## src/rtl/serial_adder_pkg.sv

```systemverilog
// serial_adder_pkg: shared types for the bit-serial add/subtract sequencer.
package serial_adder_pkg;
    typedef enum logic [1:0] {IDLE, RUN, DONE} state_t;
endpackage

```

## src/rtl/serial_adder_ctrl_if.sv

```systemverilog
// serial_adder_ctrl_if: operand/result handshake between a requester and the serial adder.
interface serial_adder_ctrl_if #(parameter int WIDTH = 8);
    logic             start, sub, cin, busy, done, cout;
    logic [WIDTH-1:0] a, b, sum;
    modport master(output start, sub, a, b, cin, input busy, done, sum, cout);
    modport slave(input start, sub, a, b, cin, output busy, done, sum, cout);
endinterface

```

## src/rtl/fullAdder.sv

```systemverilog
// fullAdder: single-bit full adder cell, the only arithmetic in the serial datapath.
module fullAdder (
    output logic sum,
    output logic cout,
    input  logic a,
    input  logic b,
    input  logic cin
);
    assign sum  = a ^ b ^ cin;
    assign cout = (a & b) | (cin & (a ^ b));
endmodule

```

## src/rtl/serial_adder_ctrl.sv

```systemverilog
// serial_adder_ctrl: LSB-first bit-serial add/subtract over WIDTH cycles through one fullAdder.
module serial_adder_ctrl #(parameter int WIDTH = 8) (
    input logic            clk,
    input logic            reset,
    serial_adder_ctrl_if.slave bus
);
    import serial_adder_pkg::*;
    localparam int CW = $clog2(WIDTH);
    state_t           state, state_nx;
    logic [CW-1:0]    cnt;
    logic [WIDTH-1:0] op_a, op_b, res, res_nx;
    logic             carry, fa_s, fa_c, last;
    fullAdder u_fa (.sum(fa_s), .cout(fa_c), .a(op_a[0]), .b(op_b[0]), .cin(carry));
    always_comb begin
        last     = cnt == CW'(WIDTH - 1);
        // sum bit enters at the MSB; the LSB falls off the end
        res_nx   = WIDTH'({fa_s, res} >> 1);
        state_nx = state == IDLE ? (bus.start ? RUN : IDLE) :
                   state == RUN  ? (last ? DONE : RUN) : IDLE;
    end
    always_ff @(posedge clk or posedge reset) begin
        if (reset) begin
            state    <= IDLE;
            cnt      <= '0;
            carry    <= 1'b0;
            op_a     <= '0;
            op_b     <= '0;
            res      <= '0;
            bus.sum  <= '0;
            bus.cout <= 1'b0;
            bus.busy <= 1'b0;
            bus.done <= 1'b0;
        end else begin
            state    <= state_nx;
            bus.busy <= state_nx != IDLE;
            bus.done <= state_nx == DONE;
            if (state == IDLE && bus.start) begin
                op_a  <= bus.a;
                op_b  <= bus.sub ? ~bus.b : bus.b;
                carry <= bus.sub | bus.cin;
                cnt   <= '0;
                res   <= '0;
            end
            if (state == RUN) begin
                res   <= res_nx;
                op_a  <= op_a >> 1;
                op_b  <= op_b >> 1;
                carry <= fa_c;
                cnt   <= cnt + CW'(1);
                if (last) begin
                    bus.sum  <= res_nx;
                    bus.cout <= fa_c;
                end
            end
        end
    end
endmodule

```

## src/flat_wrapper.sv

```systemverilog
// flat-port wrapper written by rule: the top's interface ports become plain ports
module serial_adder_ctrl_flat import serial_adder_pkg::*;
#(parameter int WIDTH = 8)
  (clk, reset, bus_start, bus_sub, bus_a, bus_b, bus_cin, bus_busy, bus_done, bus_sum, bus_cout);
  serial_adder_ctrl_if #(.WIDTH(WIDTH)) bus_i ();
  input logic clk;
  input logic reset;
  input wire logic [$bits(bus_i.start)-1:0] bus_start;
  input wire logic [$bits(bus_i.sub)-1:0] bus_sub;
  input wire logic [$bits(bus_i.a)-1:0] bus_a;
  input wire logic [$bits(bus_i.b)-1:0] bus_b;
  input wire logic [$bits(bus_i.cin)-1:0] bus_cin;
  output wire logic [$bits(bus_i.busy)-1:0] bus_busy;
  output wire logic [$bits(bus_i.done)-1:0] bus_done;
  output wire logic [$bits(bus_i.sum)-1:0] bus_sum;
  output wire logic [$bits(bus_i.cout)-1:0] bus_cout;
  assign bus_i.start = bus_start;
  assign bus_i.sub = bus_sub;
  assign bus_i.a = bus_a;
  assign bus_i.b = bus_b;
  assign bus_i.cin = bus_cin;
  assign bus_busy = bus_i.busy;
  assign bus_done = bus_i.done;
  assign bus_sum = bus_i.sum;
  assign bus_cout = bus_i.cout;
  serial_adder_ctrl #(.WIDTH(WIDTH)) u_core (.clk(clk), .reset(reset), .bus(bus_i));
endmodule
```

## config.mk

```make
export PLATFORM = sky130hd
export DESIGN_NAME = serial_adder_ctrl_flat
export DESIGN_NICKNAME = d
export VERILOG_FILES = /design/src/rtl/serial_adder_pkg.sv /design/src/rtl/serial_adder_ctrl_if.sv /design/src/rtl/fullAdder.sv /design/src/rtl/serial_adder_ctrl.sv /design/src/flat_wrapper.sv
export SDC_FILE = /design/constraint.sdc
export NUM_CORES = 1
export LEC_CHECK = 0
export ABC_AREA = 1
export CAP_MARGIN = 20
export CORE_UTILIZATION = 40
export CTS_BUF_LIST = sky130_fd_sc_hd__clkbuf_8
export CTS_CLUSTER_DIAMETER = 100
export DETAILED_ROUTE_END_ITERATION = 8
export PLACE_DENSITY_LB_ADDON = 0.25
export SETUP_SLACK_MARGIN = 0.1
export SKIP_LAST_GASP = 1
export SYNTH_ARGS = -nofsm -noshare
export SYNTH_HDL_FRONTEND = slang
export SYNTH_SLANG_ARGS = --single-unit
```

## constraint.sdc

```tcl
create_clock -name clk -period 3.15 [get_ports clk]
set_clock_uncertainty 0.1 [all_clocks]
set_input_delay 0.4725 -clock clk [delete_from_list [all_inputs] [get_ports clk]]
set_output_delay 0.4725 -clock clk [all_outputs]
set_load 0.02 [all_outputs]
```

==> results of run 1 <==
[power breakdown]
part	leakage [nW]	total, W	internal, W	switching, W
Sequential	0.512	0.000840	0.000721	0.000119
Combinational	0.561	0.000707	0.000288	0.000419
Clock	0.0784	0.000575	0.000396	0.000179
Total	1.15	0.00212	0.00141	0.000717
[state kept, by name, summed over array words and instances (netlist names)]
register / count
u_core.bus.cout: 1
u_core.op_b: 8
u_core.bus.sum: 8
u_core.state: 2
u_core.carry: 1
u_core.bus.done: 1
u_core.res: 7
u_core.op_a: 8
u_core.cnt: 3
u_core.bus.busy: 1
[logic make-up (layout without fill, tap and decap cells)]
family | after synthesis | in the layout
adders and majority gates | 3 | 3
buffers and inverters | 31 | 63
AOI/OAI and AO/OA | 16 | 16
xor gates and xnor gates | 1 | 1
DFF | 40 | 40
and+or+nand+nor | 122 | 122
[routing by layer]
metal | vias up | wire (um)
met5 | - | 0
met2 | 32 | 1600
li1 | 733 | -
met1 | 676 | 1670
met3 | 9 | 134
met4 | 0 | 72
[cell usage in the layout (no fill, tap or decap)]
master / count
sky130_fd_sc_hd__nand2_1: 75
sky130_fd_sc_hd__nand3_1: 42
sky130_fd_sc_hd__dfrtp_1: 40
sky130_fd_sc_hd__clkdlybuf4s50_1: 31
sky130_fd_sc_hd__inv_1: 22
sky130_fd_sc_hd__o21ai_0: 15
sky130_fd_sc_hd__clkbuf_8: 5
sky130_fd_sc_hd__bufinv_16: 3
sky130_fd_sc_hd__nor2_1: 2
sky130_fd_sc_hd__ha_1: 2
sky130_fd_sc_hd__buf_4: 2
sky130_fd_sc_hd__nor2_4: 1
sky130_fd_sc_hd__nor2_2: 1
sky130_fd_sc_hd__nand2_2: 1
sky130_fd_sc_hd__xor2_1: 1
sky130_fd_sc_hd__a21oi_1: 1
sky130_fd_sc_hd__fa_1: 1
[stage by stage]
stage / hold slack, ns / area, um^2 / setup WS, ns / cells / util [%]
6_report: 0.387 / 2290 / 1.20 / 295 / 55.2
5_1_grt: 0.406 / 2290 / 1.05 / 295 / 55.2
4_1_cts: 0.389 / 2290 / 1.22 / 295 / 55.2
3_5_place_dp: 0.369 / 2130 / 0.920 / 287 / 51.4
3_3_place_gp: 0.360 / 2130 / 1.01 / 287 / 51.4
2_1_floorplan: 0.350 / 1790 / 1.66 / 213 / -
[final cells by class]
cell class	count	area, um^2
multi-input combinational	142	657
fill	419	1860
tap	50	62.6
clock inverter	3	90.1
clock buffer	5	68.8
sequential	40	1000
timing repair buffer	33	325
inverter	22	82.6
[how the worst max path moves through the flow]
stage | from | end | depth (start not counted)
after detailed placement | bus_start | u_core.res[1] | 4
after global routing | u_core.state[1] | u_core.res[1] | 4
final | bus_start | u_core.op_b[5] | 5
after CTS | bus_start | u_core.op_b[1] | 5
after global placement | bus_start | u_core.state[0] | 5
after floorplan | reset | u_core.bus.busy | 1
[worst max-delay path, stage by stage]
cell and delay (ns):
sky130_fd_sc_hd__clkdlybuf4s50_1 0.62, sky130_fd_sc_hd__nand2_1 0.34, sky130_fd_sc_hd__nor2_2 0.44, sky130_fd_sc_hd__nand2_1 0.11, sky130_fd_sc_hd__nand3_1 0.09
==> impl_summary.txt, run 1 <==
----------------------------------------------------
[Status]
  Outcome ... finished, final reports clean

[Yosys]
  Combinational family with the most area after synthesis ... simple AND/OR/NAND/NOR gates
  Post-Syn Nets ... 237
  Number of instances in the synthesized netlist ... 213
  Synth Flop Type ... sky130_fd_sc_hd__dfrtp_1
  Share of synthesized cell area in full adder, half adder and majority cells ... 2.52%
  Cell types with the largest area share after synthesis ... sky130_fd_sc_hd__dfrtp_1, sky130_fd_sc_hd__nand2_1, sky130_fd_sc_hd__nand3_1, sky130_fd_sc_hd__inv_1, sky130_fd_sc_hd__o21ai_0
  Number of distinct standard cells referenced by the synthesized netlist ... 17
  Cell type contributing the most total cell area after synthesis ... sky130_fd_sc_hd__dfrtp_1
  Compound-Gate Fraction of Synth Area ... 4.47%
  Average cell area after synthesis ... 8.41 um^2
  Cell area after synthesis ... 1790 um^2
  Synth Area in XOR/XNOR ... 0.489%
  Synth Area in Simple Gates ... 29.2%
  Most frequent cells after synthesis ... sky130_fd_sc_hd__nand2_1, sky130_fd_sc_hd__nand3_1, sky130_fd_sc_hd__dfrtp_1
  Count of flip-flops with a built-in enable after synthesis ... 0
  Top-count cell post-synth ... sky130_fd_sc_hd__nand2_1
  Flip-flop and latch count after synthesis ... 40
  Portion of synthesized cell area occupied by the leading cell type ... 55.9%
  Warnings, synthesis ... 0
  Post-synth ARST share ... 100%
  Seq/Total Area, Yosys ... 55.9%
  Multiplexer fraction of the synthesized cell area ... 0%

[STA]
  Pin slew with the least headroom to its limit ... 0.629 ns
  Post-layout minimum cycle time ... 1.95 ns
  Total count of hold-check failures in the final report ... 0
  Final period util ... 61.8%
  Peak Freq ... 514 MHz
  Number of max-slew violations in the final report ... 0
  Aggregate negative setup slack ... 0 ns
  RSZ-0062 raised after global routing ... no
  Final Setup Violations ... 0
  Remaining max-slew budget at the tightest pin ... 57.9%

[Worst hold path]
  Tightest Hold Check Type ... reg -> reg
  Hold-critical path depth ... 1
  Worst min-delay path startpoint ... u_core.cnt[0]
  Sink of the worst hold path ... u_core.cnt[0]

[Worst setup path]
  Worst EP arrival ... 2.07 ns
  Largest fanout on the critical path ... 13
  Register-to-register path setup slack ... 1.33 ns
  Worst setup SP type ... primary input
  Critical path required time ... 3.28 ns
  Worst Setup Path Type ... in -> reg
  Critical Path End Type ... register
  Reg2reg end ... u_core.res[1]
  R2R Path Start ... u_core.state[1]
  Length in cells of the worst reg-to-reg path ... 4

[Final layout]
  Layout overhead on the synthesized area ... 27.7%
  Layout cell share with drive strength beyond 1 ... 5.31%
  Net total in the final layout ... 268
  Diode count ... 0

[GRT]
  Maximum number of pins on one net before global-route repair ... 41
  Number of antenna violations at the first check in global routing ... 0
  GR Layer Usage met1 ... 20.4%
  Met2 capacity usage during global routing ... 27.7%
  Most crowded layer after global routing ... met2
  First-pass GRT wire length ... 5.76 mm
  Remaining global-route overflow ... 0
  Number of global-route vias before repair ... 1314
  GRT Resource Usage Total ... 17.2%
  Grt met3 use ... 3.95%

[Clocking]
  Cell chosen for the clock root ... sky130_fd_sc_hd__clkbuf_8
  Total CTS buffers ... 5
  Longest Clk Path Bufs ... 2
  Post-CTS setup buffer count ... 0
  TritonCTS clock tree ... built
  Worst skew pair latency ... 0.29 ns
  CTS-repair resized insts ... 0
  CTS hold repair buffers ... 0
  Clock transition at path regs ... 0.08 ns
  H-tree Lvls ... 2
  Clock net sink count ... 40

[Place]
  Half-perimeter wire length after placement ... 2.38 mm
  Routability-driven placement congestion ratio ... 0.774
  Count of input and output buffers ... 31

[Floorplanning]
  Placement Rows ... 23
  Effective utilization at floorplan ... 43.2%
  Floorplan core area ... 4140 um^2
  Area of the die ... 4750 um^2
  I/O pin cnt ... 32
  Horiz. Die Dim ... 68.9 um
  Chip Height ... 68.9 um

[Route]
  Number of vias after detailed routing ... 1450
  Post-detailed-route wirelength per cell ... 11.8 um
  Detailed-route DRC error count ... 0
  Number of violations reported at the end of detailed-routing iteration 0 ... 110
  Vias/cell ... 4.92
  Number of nets still failing antenna checks after routing ... 0
  Final routed wirelength across all metal layers ... 3.48 mm
  Drt first pass iters ... 4

[Power and ir drop]
  Power density over the cells ... 928 nW/um^2
  Power consumption ... 0.00212 W
  Leakage power total ... 1.15 nW
  Peak supply drop ... 0.363 mV

[Flow run]
  Max-Cap Viols ... 0

----------------------------------------------------
No activity file was read; power rests on OpenSTA's default activity.
==> inputs of run 2 (changes only) <==
- clock period: 3.15 -> 1.6 ns (I/O delays scaled with it)
==> run 2 against run 1 <==
- clock power grew 8.7%
- final cell count grew 3.4%
- global-route usage shrank 0.93 points
- combinational power grew 100%
- hold slack lost 0.19 ns
- core utilization grew 0.30 points
- critical path depth shrank 4
- sequential power grew 95%
- worst setup slack lost 0.95 ns
- count of clock-buffer cells in the layout is the same
- via count grew 0.97%
==> impl_summary.txt, run 2 (synthesis results as in run 1) <==
----------------------------------------------------
[Status]
  Outcome ... finished, final reports clean

[STA]
  Aggregate negative setup slack ... 0 ns (unchanged)
  Number of max-slew violations in the final report ... 0 (unchanged)
  Total count of hold-check failures in the final report ... 0 (unchanged)
  Pin slew with the least headroom to its limit ... 0.471 ns (-0.158 ns)
  RSZ-0062 raised after global routing ... no
  Final period util ... 83.9%
  Post-layout minimum cycle time ... 1.34 ns
  Peak Freq ... 745 MHz
  Final Setup Violations ... 0 (unchanged)
  Remaining max-slew budget at the tightest pin ... 68.5% (+11 points)

[Clocking]
  Cell chosen for the clock root ... sky130_fd_sc_hd__clkbuf_8
  TritonCTS clock tree ... built
  H-tree Lvls ... 2 (unchanged)
  Longest Clk Path Bufs ... 2 (unchanged)
  CTS hold repair buffers ... 0 (unchanged)
  Total CTS buffers ... 5 (unchanged)
  Worst skew pair latency ... 0.29 ns (about the same)
  Clock transition at path regs ... 0.07 ns (about the same)
  Clock net sink count ... 40 (unchanged)
  Post-CTS setup buffer count ... 0 (unchanged)

[Worst setup path]
  Critical Path End Type ... primary output
  Critical path required time ... 1.26 ns (-2.02 ns)
  Worst setup SP type ... register
  R2R Path Start ... u_core.cnt[0]
  Largest fanout on the critical path ... 2 (-11)
  Number of buffer and inverter instances along the worst setup path ... 1 (unchanged)
  Top delay family on crit path ... flip-flops
  Critical Path, Cell by Cell ... dlygate4sd2_1
  Length in cells of the worst reg-to-reg path ... 5 (+1)
  Worst EP arrival ... 1.00 ns (-1.07 ns)
  WP depth ... 1 (-4)
  Highest cell delay on the worst timing path ... 0.39 ns (-0.23 ns)
  Timing startpoint of the critical path ... u_core.bus.cout
  Worst Setup Path Type ... reg -> out
  Crit path max-delay cell type ... sky130_fd_sc_hd__dfrtp_1

[Floorplanning]
  Chip Height ... 68.9 um (unchanged)
  Floorplan core area ... 4140 um^2 (unchanged)
  Placement Rows ... 23 (unchanged)
  I/O pin cnt ... 32 (unchanged)
  Area of the die ... 4750 um^2 (unchanged)
  Horiz. Die Dim ... 68.9 um (unchanged)
  Effective utilization at floorplan ... 43.2% (unchanged)

[GRT]
  Remaining global-route overflow ... 0 (unchanged)
  GRT Resource Usage Total ... 16.2% (-0.93 points)
  Number of global-route vias before repair ... 1331 (+1.3%)
  Grt met3 use ... 4.44% (+0.49 points)
  Number of antenna violations at the first check in global routing ... 0 (unchanged)
  Maximum number of pins on one net before global-route repair ... 41 (unchanged)
  Met2 capacity usage during global routing ... 25.7% (-1.9 points)
  GR Layer Usage met1 ... 21.7% (+1.3 points)
  First-pass GRT wire length ... 5.71 mm (-0.83%)
  Most crowded layer after global routing ... met2

[Final layout]
  Fraction of the core area covered by cells at the end of the flow ... 55.5% (+0.30 points)
  Layout cell share with drive strength beyond 1 ... 8.24% (+2.9 points)
  Largest registers ... u_core.bus.sum (8), u_core.op_a (8), u_core.op_b (8)
  Commonest non-fill, non-tap cell in the layout ... sky130_fd_sc_hd__nand2_1
  Non-filler instance count after layout ... 305 (+3.4%)
  Net total in the final layout ... 278 (+3.7%)
  Cell area after layout ... 2300 um^2 (+0.55%)
  Layout overhead on the synthesized area ... 28.4%
  Final-layout fill cell count ... 411 (-1.9%)
  Diode count ... 0 (unchanged)
  Top library cells by usage in the layout, fill and taps aside ... sky130_fd_sc_hd__nand2_1, sky130_fd_sc_hd__nand3_1, sky130_fd_sc_hd__dfrtp_1

[Route]
  Vias/cell ... 4.80 (-2.3%)
  Number of nets still failing antenna checks after routing ... 0 (unchanged)
  Number of vias after detailed routing ... 1464 (+0.97%)
  Drt first pass iters ... 4 (unchanged)
  Final routed wirelength across all metal layers ... 3.25 mm (-6.6%)
  Number of violations reported at the end of detailed-routing iteration 0 ... 56 (-49%)
  Detailed-route DRC error count ... 0 (unchanged)
  Post-detailed-route wirelength per cell ... 10.6 um (-9.6%)

[Worst hold path]
  Tightest Hold Check Type ... in -> async

[Power and ir drop]
  Power consumption ... 0.00370 W (+74%)
  Leakage power total ... 1.21 nW (+5.1%)
  Peak supply drop ... 0.699 mV (+93%)
  Power density over the cells ... 1610 nW/um^2 (+73%)

[Place]
  Half-perimeter wire length after placement ... 2.34 mm (-1.5%)
  Count of input and output buffers ... 31 (unchanged)
  Placed cell count ... 297 (+3.5%)
  Cell Area, Placed ... 2230 um^2 (+4.7%)
  Routability-driven placement congestion ratio ... 0.726 (-6.2%)

[Flow run]
  Max-Cap Viols ... 0 (unchanged)

----------------------------------------------------
==> run 2: per-stage QoR <==
step	hold WS (ns)	setup slack (ns)
2_1_floorplan	0.250	0.294
3_3_place_gp	0.363	0.166
3_5_place_dp	0.372	0.136
4_1_cts	0.208	0.242
5_1_grt	0.223	0.112
6_report	0.202	0.257
==> run 2: layout make-up <==
cell class | instances | area, um^2 | area share, %
flip-flops and latches | 40 | 1000 | 43.5
multi-input cells | 142 | 657 | 28.6
repair buffers | 43 | 412 | 17.9
inverters | 22 | 82.6 | 3.59
clock buffers | 5 | 68.8 | 2.99
well taps | 50 | 62.6 | 2.72
clock inverters | 3 | 16.3 | 0.707
==> run 2: power by group <==
group | switching [W] | internal, W
Combinational | 0.000837 | 0.000594
Sequential | 0.000221 | 0.00142
Clock | 0.000327 | 0.000298
==> run 2: per-layer routing <==
layer	share of wire [%]	routed length [um]
met1	50	1630
met2	44	1440
met3	4.4	142
met4	1.0	33
met5	0	0
==> run 2: repair_timing <==
action | in CTS | in global routing
endpoints found under the hold margin | 0 | 0
resized for setup | 11 | 0
endpoints found under the setup margin | 11 | 0
==> run 2: worst min-delay path, stage by stage <==
cell                              delay (ns)
sky130_fd_sc_hd__clkdlybuf4s50_1        0.39
sky130_fd_sc_hd__inv_1                  0.09
sky130_fd_sc_hd__buf_12                 0.23
==> run 2: final timing paths <==
check | slack [ns] | to
setup / recovery | 0.26 | bus_cout
hold / removal | 0.20 | u_core.bus.sum[0]
setup reg to reg | 0.26 | u_core.bus.sum[0]
hold reg to reg | 0.38 | u_core.bus.sum[5]
max in group asynchronous | 1.00 | u_core.op_a[3]
min in group clk | 0.38 | u_core.bus.sum[5]
